--- src/rtl/fetch_unit.sv ---
// Instruction-fetch sequencer: drives the PC register, fetches over a req/ack port
// and feeds IF/ID through a one-entry stallable output register.
module fetch_unit #(
    parameter int MAX_WAIT = 16
) (
    input  logic        clk_i,
    input  logic        rst_i,
    input  logic [31:0] pc_i,
    output logic        pc_write_o,
    output logic [31:0] pc_next_o,
    input  logic        branch_i,
    input  logic [31:0] branch_target_i,
    output logic        mem_req_o,
    output logic [31:0] mem_addr_o,
    input  logic        mem_ack_i,
    input  logic [31:0] mem_data_i,
    input  logic        stall_i,
    output logic [31:0] inst_o,
    output logic [31:0] inst_pc_o,
    output logic        inst_valid_o,
    output logic        err_o
);

    typedef enum logic [1:0] {S_IDLE, S_REQ, S_HOLD, S_ERR} state_t;

    localparam logic [7:0] WAIT_LAST = 8'(MAX_WAIT - 1);

    state_t      r_state;
    logic [31:0] r_inst;
    logic [31:0] r_inst_pc;
    logic [31:0] r_hold_inst;
    logic [31:0] r_hold_pc;
    logic [31:0] r_drop_addr;
    logic        r_valid;
    logic        r_err;
    logic        r_drop;
    logic [7:0]  r_wait;

    logic        w_free;
    logic        w_ack;
    logic        w_branch;
    logic        w_timeout;
    logic [31:0] w_pc_inc;

    assign w_pc_inc  = pc_i + 32'd4;
    assign w_free    = !r_valid || !stall_i;
    assign w_ack     = (r_state == S_REQ) && mem_ack_i;
    assign w_branch  = branch_i && (r_state != S_ERR) && !rst_i;
    assign w_timeout = (r_state == S_REQ) && !mem_ack_i && (r_wait == WAIT_LAST);

    // A dropped request keeps its original address; the PC already holds the target.
    assign mem_req_o    = (r_state == S_REQ);
    assign mem_addr_o   = r_drop ? r_drop_addr : pc_i;
    assign pc_write_o   = w_branch || (w_ack && !r_drop && !rst_i);
    assign pc_next_o    = w_branch ? branch_target_i : w_pc_inc;
    assign inst_o       = r_inst;
    assign inst_pc_o    = r_inst_pc;
    assign inst_valid_o = r_valid;
    assign err_o        = r_err;

    always_ff @(posedge clk_i or posedge rst_i) begin
        if (rst_i) begin
            r_state     <= S_IDLE;
            r_inst      <= 32'd0;
            r_inst_pc   <= 32'd0;
            r_hold_inst <= 32'd0;
            r_hold_pc   <= 32'd0;
            r_drop_addr <= 32'd0;
            r_valid     <= 1'b0;
            r_err       <= 1'b0;
            r_drop      <= 1'b0;
            r_wait      <= 8'd0;
        end else begin
            unique case (r_state)
                S_IDLE: begin
                    r_state <= S_REQ;
                    r_wait  <= 8'd0;
                    if (w_branch || (r_valid && !stall_i))
                        r_valid <= 1'b0;
                end
                S_REQ: begin
                    if (mem_ack_i)
                        r_wait <= 8'd0;
                    else if (!w_timeout)
                        r_wait <= r_wait + 8'd1;

                    if (w_timeout) begin
                        r_state <= S_ERR;
                        r_err   <= 1'b1;
                        r_valid <= 1'b0;
                        r_drop  <= 1'b0;
                    end else if (w_branch) begin
                        r_valid <= 1'b0;
                        if (mem_ack_i) begin
                            r_drop <= 1'b0;
                        end else begin
                            r_drop <= 1'b1;
                            if (!r_drop)
                                r_drop_addr <= pc_i;
                        end
                    end else if (mem_ack_i) begin
                        if (r_drop) begin
                            r_drop <= 1'b0;
                            if (r_valid && !stall_i)
                                r_valid <= 1'b0;
                        end else if (w_free) begin
                            r_inst    <= mem_data_i;
                            r_inst_pc <= pc_i;
                            r_valid   <= 1'b1;
                        end else begin
                            r_hold_inst <= mem_data_i;
                            r_hold_pc   <= pc_i;
                            r_state     <= S_HOLD;
                        end
                    end else if (r_valid && !stall_i) begin
                        r_valid <= 1'b0;
                    end
                end
                S_HOLD: begin
                    if (w_branch) begin
                        r_valid <= 1'b0;
                        r_state <= S_REQ;
                        r_wait  <= 8'd0;
                    end else if (w_free) begin
                        r_inst    <= r_hold_inst;
                        r_inst_pc <= r_hold_pc;
                        r_valid   <= 1'b1;
                        r_state   <= S_REQ;
                        r_wait    <= 8'd0;
                    end
                end
                S_ERR: begin
                    r_valid <= 1'b0;
                end
                default: begin
                    r_state <= S_IDLE;
                end
            endcase
        end
    end

endmodule

--- config.mk ---
export PLATFORM = sky130hd
export DESIGN_NAME = fetch_unit
export DESIGN_NICKNAME = d
export VERILOG_FILES = /design/src/rtl/fetch_unit.sv
export SDC_FILE = /design/constraint.sdc
export NUM_CORES = 1
export LEC_CHECK = 0
export BUFFER_PORTS_ARGS = -buffer_cell sky130_fd_sc_hd__buf_2
export CORE_MARGIN = 2
export CORE_UTILIZATION = 50
export CTS_CLUSTER_SIZE = 28
export DETAILED_ROUTE_END_ITERATION = 12
export GPL_ROUTABILITY_DRIVEN = 0
export PLACE_DENSITY = 0.84
export SYNTH_ARGS = -nofsm -noshare
export SYNTH_HDL_FRONTEND = slang
export SYNTH_SLANG_ARGS = --single-unit
--- constraint.sdc ---
create_clock -name clk_i -period 9.6 [get_ports clk_i]
set_input_delay 0.96 -clock clk_i [delete_from_list [all_inputs] [get_ports clk_i]]
set_output_delay 0.96 -clock clk_i [all_outputs]
set_load 0.02 [all_outputs]
# After elaboration in Yosys (flattened, before gate mapping)
# Cells that the tools add are included.
[op_classes]
addsub = 2
reduce_logical = 27
bitwise = 5
eq_ne = 19
muxes = 44
[ops]
columns = ["operator", "count"]
rows = [
  ["two-way mux 32 bit", 16],
  ["one-hot mux 32 bit (2 select lines)", 2],
  ["adder 32 x 3 -> 32 bit (second input constant)", 1],
  ["two-way mux 8 bit", 4],
  ["one-hot mux 8 bit (3 select lines)", 1],
  ["two-way mux 2 bit", 7],
  ["!= test 2 bit (second input constant)", 7],
  ["two-way mux 1 bit", 12],
  ["AND reduction 6 bit", 2],
  ["!= test 3 x 2 -> 1 bit (second input constant)", 3],
  ["adder 8 x 1 -> 8 bit (second input constant)", 1],
  ["equality test 8 x 4 -> 1 bit (second input constant)", 1],
  ["logical AND 1 bit", 8],
  ["AND reduction 8 bit", 1],
  ["!= test 3 bit (second input constant)", 2],
  ["one-hot mux 2 bit (3 select lines)", 1],
  ["nonzero test 3 bit", 2],
  ["zero test 1 bit", 5],
  ["inverter 1 bit", 5],
  ["equality test 2 bit (second input constant)", 2],
  ["!= test 2 x 1 -> 1 bit (second input constant)", 2],
  ["one-hot mux 1 bit (4 select lines)", 1],
  ["AND reduction 2 bit", 2],
  ["AND reduction 4 bit", 1],
  ["other kinds (6)", 8],
]
[totals]
wordCells = 107
ff_bits = 173

# Longest topological paths before layout
# Gate-level depths: netlist of run 1.
[logic_depth]
ltp_word = 8
depth_mapped = 9
mapped_depth_nobuf = 6

# Worst setup path before layout of run 1
# OpenSTA, ideal clock, no wires.
[synth_timing]
kind = "input to output"
start = "input rst_i"
end = "output pc_write_o"
path_slack_ps = 3383
arrival_ps = 5257
cell_stages = 3
path_cell_list = "inv_1 -> nand2_1 -> o21ai_0"
[synth_via]
elab_chain_cells = 3
[synth_lines]
columns = ["element", "line", "rtl"]
rows = [
  ["start: declaration", "7", "input logic rst_i,"],
  ["zero test 1 bit (no source line) *", "-", ""],
  ["logical AND 1 bit (on tied branches)", "48, 54", ""],
  ["logical OR 1 bit *", "54", "assign pc_write_o = w_branch || (w_ack && !r_drop && !rst_i);"],
  ["end: declaration", "9", "output logic pc_write_o,"],
]
# Mark *: on every way between the ends. The rest lies on a longest branch, timed or not.

# Worst setup path in the final report of run 1
[layout_timing]
start = "input pc_i[2]"
end = "output pc_next_o[28]"
[layout_via]
elab_chain_cells = 2
[layout_lines]
columns = ["element", "line", "rtl"]
rows = [
  ["start: declaration", "8", "input logic [31:0] pc_i,"],
  ["adder 32 x 3 -> 32 bit", "45", "assign w_pc_inc = pc_i + 32'd4;"],
  ["two-way mux 32 bit", "55", "assign pc_next_o = w_branch ? branch_target_i : w_pc_inc;"],
  ["end: declaration", "10", "output logic [31:0] pc_next_o,"],
]
# Every way passes these cells.

==> impl_metrics.yaml, run 1 <==
status:
  status: "finished, final reports clean"
power_and_ir_drop:
  p_seq_frac: 0.384
  netSwitchingPower_mw: 1.31
  p_comb_frac: 0.408
  swShare: 0.394
  power.total_mw: 3.34
  vdd_drop_max_v: 0.000172
  p_int_mw: 2.02
  leakagePower_nw: 4.58
  clock_power_share: 0.208
  powerDensity_mw_per_mm2: 318
floorplan:
  coreArea_mm2: 0.0167
  io_pins: 233
  die_width_um: 135
  die-area_mm2: 0.0182
  start_util: 0.514
  rows: 47
  die_y_um: 135
worst_setup_path:
  crit_start: "pc_i[2]"
  r2r_start: "r_state[1]"
  cp.required_ns: 8.64
  crit_type: "in -> out"
  worstSetupEndpointType: "primary output"
  startpoint_type: "input pin"
  critical_path.max_fanout: 8
  cp_data_arrival_time_ns: 2.65
  reg2reg_slack_ns: 6.41
yosys:
  yosys-top-cells-area: "dfrtp_1, mux2_2, mux2i_1"
  synth_edf_count: 0
  synth_fp_nets: 893
  synth_top_area_frac: 0.505
  synth_most_common_cell: "dfrtp_1"
  synth_warnings: 0
  synthCells: 785
  synth_cell_type_count: 45
  syn_avg_cell_area_um2: 10.9
  yosys_most_used_dff: "dfrtp_1"
  ys_ff_latch: 173
  ys_top_cells_by_count: "dfrtp_1, mux2_2, nor2_1"
  yosys.area.top_type: "dfrtp_1"
  synthArstFlopShare: 1.00
  synth_area_mm2: 0.00858
  synth-seq-area-share: 0.505
clock_network:
  cts.sinks: 173
  cts_tree: "built"
  htreeDepth: 4
  cts_root_buffer: "clkbuf_16"
  postCtsSetupBuffers: 0
  insertion_delay_ns: 0.42
  clk_pin_slew_ns: 0.06
  cts_hold_buf: 0
  cts_buffer_depth: 2
  cts_resized: 0
  cts_buffers: 17
global_routing:
  antenna_found_initial: 0
  grt-ovfl-total: 0
  grt_pass1_wl_um: 33200
  grt_pass1_vias: 6488
  grtUsageTotal: 0.232
  grt_max_degree: 100
worst_hold_path:
  min_path_type: "reg -> reg"
  min_from: "err_o"
finish:
  design_area_mm2: 0.0105
  num_antenna_cells: 0
  area_delta_synth_final_pct: 22.1
  drive_above_1_share: 0.402
  nets: 1098
sta:
  worst_pin_slew_ns: 1.05
  whs_ns: 0.478
  clock_skew_ns: 0.0125
  fin_tns_setup_ns: 0
  period_minus_slack_ns: 3.61
  finalHoldViolations: 0
  rsz0062_at_grt: "false"
  max_slew_margin: 0.297
  max_freq_mhz: 277
  finalSetupViolCount: 0
  period_share: 0.376
  drv_slew: 0
  finalWorstSetupSlack_ns: 5.99
placed_design:
  port_buffers: 232
  placed_area_mm2: 0.00988
  dp_hpwl_um: 14200
  dp_slack_ns: 6.00
drt:
  drcViolationCount: 0
  drtPass1Iterations: 4
  via_per_inst: 5.46
  vias: 6675
  wl_per_cell_um: 17.1
  antenna_left: 0
  drt_iter0_markers: 364
  drt-total-wl_um: 20800
job:
  drv_cap: 0
## cells in the final DEF (no fill, tap or decap), types with 4 or more instances in the layout
master / instances
nand3_1: 13
buf_2: 232
a21oi_1: 74
clkbuf_16: 17
o21ai_0: 41
inv_6: 6
nor3_1: 8
dfrtp_1: 172
buf_4: 5
xor2_1: 5
mux2_2: 120
xnor2_1: 23
mux2i_1: 65
nand2_1: 61
inv_1: 9
nor4_1: 10
nor2_1: 81
and4_1: 5
ha_1: 6
and3_1: 4
## final cells by class
type                       instances  area [um2]
clock buffer                      18         439
inverter                          10        42.5
fill                            1339        6220
clock inverter                    13         153
tap                              220         275
timing repair buffer             237        1200
sequential                       173        4330
multi-input combinational        551        4040
## through the flow
step                      cells  utilization
final                      1222        0.627
after detailed placement   1191        0.592
after global routing       1222        0.627
after global placement     1191        0.592
after CTS                  1222        0.627
after floorplan             785            -
## power groups by stage
| stage | logic, mW | clock network, mW | registers [mW] |
|---|---|---|---|
| 6_report | 1.36 | 0.694 | 1.28 |
| 5_1_grt | 1.49 | 0.739 | 1.33 |
| 4_1_cts | 1.37 | 0.708 | 1.28 |
| 3_5_place_dp | 1.37 | 0 | 1.29 |
| 3_3_place_gp | 1.32 | 0 | 1.27 |
| 2_1_floorplan | 0.830 | 0 | 1.40 |
## registers in the layout (all words and copies together) (netlist names)
register / count
err_o: 1
r_drop: 1
r_drop_addr: 32
inst_pc_o: 32
r_hold_inst: 32
inst_valid_o: 1
r_state: 2
r_hold_pc: 32
r_wait: 8
inst_o: 32
## cells by family (layout without fill, tap and decap cells)
group,after synthesis,after routing,share of synthesized area
compound gates,130,130,0.0818
xor+xnor,28,28,0.0286
fa+ha+maj,7,7,0.0102
buf+inv,61,278,0.0305
flops,173,173,0.505
mux,187,187,0.236
simple gates,199,199,0.108
## path summary, 6_finish.rpt
kind                                         to  cells after the start
worst max-delay path              pc_next_o[28]                      7
worst min-delay path                      err_o                      1
worst max register to register       inst_o[31]                      8
worst min register to register            err_o                      1
max in group asynchronous                r_drop                      3
min in group asynchronous       r_drop_addr[26]                      2
## layer usage
metal | track usage | share of wire | vias to the layer above
met4 | 0.0799 | 0.019 | 0
met2 | 0.385 | 0.50 | 203
met1 | 0.304 | 0.43 | 3275
li1 | - | - | 3168
met3 | 0.0511 | 0.053 | 29
met5 | 0 | 0 | -
## critical path: stages
cell	delay (ns)
buf_2	0.19
ha_1	0.37
inv_1	0.17
nor4_1	0.43
xnor2_1	0.18
a21oi_1	0.17
buf_2	0.17
Note: power is estimated with default switching activity, not from simulation.
==> run 2, diff against run 1 <==
Settings changed: ABC_AREA set to 1, CORE_UTILIZATION 50 to 49, PLACE_DENSITY 0.84 to 0.85.
Clock period 9.6 ns to 3 ns, I/O delays scaled along.
==> run 2 against run 1 <==
Utilization fell by 2.6 points; routed wire length rose by 21%; synthesized cell count rose by 56%; global-route usage rose by 2.0 points; combinational power rose to 3.6 times the previous value; die area rose by 8.8%; sequential cell count did not move; via count rose by 31%; worst setup slack got worse by 5.6 ns; hold slack got worse by 0.33 ns; clock-buffer cell count fell by 1; clock power rose to 3.7 times the previous value; largest cell class unchanged; largest power group unchanged.
==> impl_metrics.yaml, run 2 <==
global_routing:
  grt-ovfl-total: 0
  grt_max_degree: 174
  antenna_found_initial: 0
  grt_pass1_wl_um: 40100
  grtUsageTotal: 0.253
  grt_pass1_vias: 7988
power_and_ir_drop:
  leakagePower_nw: 5.87
  vdd_drop_max_v: 0.000752
  p_int_mw: 6.56
  p_comb_frac: 0.432
  powerDensity_mw_per_mm2: 1030
  netSwitchingPower_mw: 4.91
  power.total_mw: 11.5
  clock_power_share: 0.223
  swShare: 0.428
  p_seq_frac: 0.345
worst_setup_path:
  worstSetupEndpointType: "primary output"
  crit_type: "reg -> out"
  critical_path.max_fanout: 36
  cp_data_arrival_time_ns: 2.35
  cp.required_ns: 2.70
  startpoint_type: "register"
floorplan:
  die_width_um: 141
  die-area_mm2: 0.0198
  io_pins: 233
  coreArea_mm2: 0.0185
  die_y_um: 141
  rows: 50
  start_util: 0.495
yosys:
  yosys-top-cells-area: "dfrtp_1, nand2_1, o21ai_0"
  ys_top_cells_by_count: "nand2_1, dfrtp_1, nor2_1"
  synthArstFlopShare: 1.00
  synth_fa_ha_area_frac: 0.00955
  synth_fp_nets: 1336
  synthCells: 1228
  yosys.area.top_type: "dfrtp_1"
  synth_top_area_frac: 0.472
  syn_avg_cell_area_um2: 7.47
  synth_compound_area_frac: 0.168
  synthXorXnorAreaFrac: 0.00668
  synth_edf_count: 0
  synth_area_mm2: 0.00917
  synth_simple_gate_area_share: 0.268
  synth_most_common_cell: "nand2_1"
  yosys_most_used_dff: "dfrtp_1"
  synth-seq-area-share: 0.472
  ys_ff_latch: 173
  synth_top_family_by_area: "simple AND/OR/NAND/NOR gates"
  synthMuxAreaShare: 0
  synth_cell_type_count: 29
  synth_warnings: 0
finish:
  area_delta_synth_final_pct: 21.4
  layout.cells.most_common: "nand2_1"
  drive_above_1_share: 0.244
  fill_cells: 1607
  final_cell_mix: "nand2_1, buf_2, dfrtp_1"
  nets: 1536
  num_antenna_cells: 0
drt:
  wl_per_cell_um: 15.0
  vias: 8748
  drtPass1Iterations: 6
  drt_iter0_markers: 806
  drcViolationCount: 0
  antenna_left: 0
  via_per_inst: 5.22
  drt-total-wl_um: 25100
sta:
  period_minus_slack_ns: 2.65
  whs_ns: 0.151
  max_freq_mhz: 377
  rsz0062_at_grt: "false"
  worst_pin_slew_ns: 0.927
  drv_slew: 0
  period_share: 0.883
  finalSetupViolCount: 0
  finalHoldViolations: 0
  max_slew_margin: 0.382
  clock_skew_ns: 0.00991
clock_network:
  cts_buffers: 17
  cts.sinks: 173
  cts_root_buffer: "clkbuf_16"
  cts_tree: "built"
  cts_hold_buf: 0
  postCtsSetupBuffers: 0
  cts_resized: 0
  insertion_delay_ns: 0.43
  cts_buffer_depth: 2
  htreeDepth: 4
  clk_pin_slew_ns: 0.07
job:
  drv_cap: 0
placed_design:
  port_buffers: 232
  dp_hpwl_um: 18000
worst_hold_path:
  min_path_type: "in -> reg"
status:
  status: "finished, final reports clean"
[run 2: cell types whose count changed in the layout (fill, tap and decap cells not counted), sizes merged, moves of 11 or more]
cell,previous run,this run
inv,16,94
xnor2,23,1
nand2,61,445
nor4,11,0
o21ai,43,186
mux2i,65,0
nor2,81,136
mux2,122,0
nand3,15,32
[run 2: cells by family (layout without fill, tap and decap cells)]
family                     count (synthesis)  count (layout)
AOI/OAI and AO/OA                        258             258
xor gates and xnor gates                   7               7
adders and majority gates                  7               7
buffers and inverters                    154             367
DFF                                      173             173
and+or+nand+nor                          629             629
[run 2: per-layer routing]
metal / GRT usage / wire, um / vias to the layer above
li1: - / - / 4308
met1: 0.350 / 10900 / 3956
met2: 0.397 / 11500 / 424
met3: 0.0540 / 1970 / 60
met4: 0.0895 / 740 / 0
met5: 0 / 0 / -
[run 2: power by group through the flow]
stage | combinational [mW] | sequential, mW | clock [mW]
final | 4.95 | 3.96 | 2.56
after global routing | 5.47 | 4.08 | 2.70
after CTS | 4.98 | 3.95 | 2.60
after detailed placement | 4.95 | 3.99 | 0
after global placement | 4.81 | 3.92 | 0
after floorplan | 3.30 | 4.35 | 0
[run 2: layout make-up]
type | instances | area, um2 | share of cell area
Sequential cell | 173 | 4330 | 0.389
Inverter | 91 | 345 | 0.0310
Tap cell | 234 | 293 | 0.0263
Clock buffer | 17 | 425 | 0.0382
Multi-Input combinational cell | 901 | 4180 | 0.375
Clock inverter | 15 | 256 | 0.0230
Timing Repair Buffer | 244 | 1310 | 0.118
[run 2: worst paths after layout]
path / end / slack (ns) / cells after the start / startpoint
max: pc_next_o[14] / 0.35 / 8 / r_state[1]
min: r_hold_inst[1] / 0.15 / 3 / mem_data_i[1]
max reg2reg: inst_o[10] / 0.77 / 9 / r_state[1]
min reg2reg: err_o / 0.46 / 1 / err_o
max in group asynchronous: inst_pc_o[16] / 2.15 / 3 / rst_i
min in group asynchronous: inst_valid_o / 0.17 / 3 / rst_i
[run 2: critical path: stages, from the launching register on]
cell and delay (ns):
dfrtp_1 0.45, ha_1 0.21, nor2_1 0.10, nand2_1 0.26
clkinv_1 0.15, buf_4 0.33, nand2_1 0.10, o21ai_0 0.11
buf_2 0.20
[run 2: through the flow]
stage	util	setup WS [ns]	TNS, ns	std cells	instance area, um2
global placement	0.565	0.888	0	1643	10500
CTS	0.602	0.356	0	1675	11100
global route	0.602	0.154	0	1675	11100
detailed placement	0.565	0.794	0	1643	10500
floorplan	-	-0.399	-0.399	1228	9180
finish	0.602	0.350	0	1675	11100
==> run 3, diff against run 2 <==
Settings changed: CORE_UTILIZATION 49 to 50, PLACE_DENSITY 0.85 to 0.83.
Clock period 3 ns to 2.65 ns, I/O delays scaled along.
==> run 3 against run 2 <==
Critical endpoint is now pc_next_o[4]; hold slack got worse by 0.14 ns; clock skew fell by 0.0011 ns; global-route usage is 0.84 points higher.
==> impl_metrics.yaml, run 3 (same netlist as run 2, synthesis figures left out) <==
worst_setup_path:
  crit_chain: "ha_1 -> nor2_1 -> nand2_2 -> clkinv_1 -> buf_6 -> nand2_1 -> o21ai_0 -> buf_2"
  critical_path.max_fanout: 36
  startpoint_type: "register"
  worstSetupEndpointType: "primary output"
  cp_data_arrival_time_ns: 2.22
  critical_path.slowest_cell: "dfrtp_1"
  critPathMaxStageDelay_ns: 0.45
  cp.required_ns: 2.38
  cp_num_buf_inv: 3
  worst_path_dominant_cell_family: "buffers and inverters"
  crit_type: "reg -> out"
finish:
  layout.cells.most_common: "nand2_1"
  fill_cells: 1594
  nets: 1539
  design_area_mm2: 0.0111
  utilization: 0.616
  final_cell_mix: "nand2_1, buf_2, dfrtp_1"
  area_delta_synth_final_pct: 20.7
  num_antenna_cells: 0
  final_cell_count_no_fill: 1673
  drive_above_1_share: 0.246
  multiInputGateArea_mm2: 0.00418
  final-seq-area_mm2: 0.00433
floorplan:
  start_util: 0.511
  rows: 49
  io_pins: 233
  die-area_mm2: 0.0194
  die_width_um: 139
  coreArea_mm2: 0.0180
  die_y_um: 139
global_routing:
  grt_pass1_vias: 8232
  grtUsageTotal: 0.261
  grt_pass1_wl_um: 40800
  grt_max_degree: 174
  antenna_found_initial: 0
  grt-ovfl-total: 0
job:
  drv_cap: 0
clock_network:
  cts_buffers: 17
  cts_tree: "built"
  cts_root_buffer: "clkbuf_16"
  cts_buffer_depth: 2
  postCtsSetupBuffers: 0
  htreeDepth: 4
  clk_pin_slew_ns: 0.07
  insertion_delay_ns: 0.42
  cts.sinks: 173
drt:
  antenna_left: 0
  vias: 8891
  wl_per_cell_um: 15.1
  drt-total-wl_um: 25300
  via_per_inst: 5.31
  drt_iter0_markers: 766
  drtPass1Iterations: 5
  drcViolationCount: 0
placed_design:
  port_buffers: 232
  dp.cells: 1641
  dp_hpwl_um: 18300
  dp_slack_ns: 0.440
  placed_area_mm2: 0.0105
sta:
  finalWorstSetupSlack_ns: 0.162
  fin_tns_setup_ns: 0
  max_slew_margin: 0.292
  finalHoldViolations: 0
  rsz0062_at_grt: "false"
  finalSetupViolCount: 0
  worst_pin_slew_ns: 1.06
  period_minus_slack_ns: 2.49
  clock_skew_ns: 0.00878
  period_share: 0.939
  whs_ns: 0.0153
  drv_slew: 0
  max_freq_mhz: 402
status:
  status: "finished, final reports clean"
power_and_ir_drop:
  vdd_drop_max_v: 0.000639
  power.total_mw: 12.6
  leakagePower_nw: 5.84
  powerDensity_mw_per_mm2: 1140
worst_hold_path:
  min_path_type: "in -> async"
run 3: changes by cell type in the layout (fill, tap and decap cells not counted):
cell,previous run,this run
buf_12,5,6
buf_4,7,8
buf_6,0,1
bufinv_16,6,1
clkinv_4,2,4
inv_6,5,6
inv_8,0,2
nand2_1,443,442
nand2_2,1,2
run 3: path summary, 6_finish.rpt:
path | startpoint | endpoint | slack, ns | cells after the start
setup / recovery | r_state[1] | pc_next_o[4] | 0.16 | 8
hold / removal | rst_i | inst_valid_o | 0.02 | 3
setup reg to reg | r_state[1] | inst_pc_o[14] | 0.43 | 9
hold reg to reg | err_o | err_o | 0.46 | 1
max in group asynchronous | rst_i | r_drop | 1.68 | 3
min in group clk_i | mem_data_i[2] | r_hold_inst[2] | 0.11 | 3
run 3: power by group:
group	total (mW)	internal [mW]	switching (mW)
registers	4.44	3.80	0.638
clock network	2.50	1.33	1.16
logic	5.67	1.88	3.80
total	12.6	7.01	5.60
run 3: worst reg2reg max path, cell delays in order (launching register included):
cell     delay (ns)
dfrtp_1        0.45
inv_1          0.12
ha_1           0.37
inv_1          0.17
nor2_1         0.19
nor3_2         0.08
nand2_4        0.24
buf_4          0.35
nand2_1        0.11
o21ai_2        0.07
run 3: area by class of cell:
cell class                 instances  share of cell area
timing repair buffer             247               0.122
inverter                          91              0.0312
tap                              229              0.0259
multi-input combinational        901               0.377
clock buffer                      17              0.0384
sequential                       173               0.391
clock inverter                    15              0.0140
run 3: routing by layer:
metal  vias to the layer above  GRT usage  routed length (um)
li1                       4304          -                   -
met1                      4078      0.359               10900
met2                       446      0.406               11500
met3                        63     0.0489                2060
met4                         0      0.116                 818
met5                         -          0                   0
run 3: repair_timing:
item / CTS / global route
gates resized for setup: 1 / 1
setup endpoints to repair: 1 / 27
hold buffers: 0 / 0
endpoints found under the hold margin: 0 / 0
pin swaps: 0 / 0
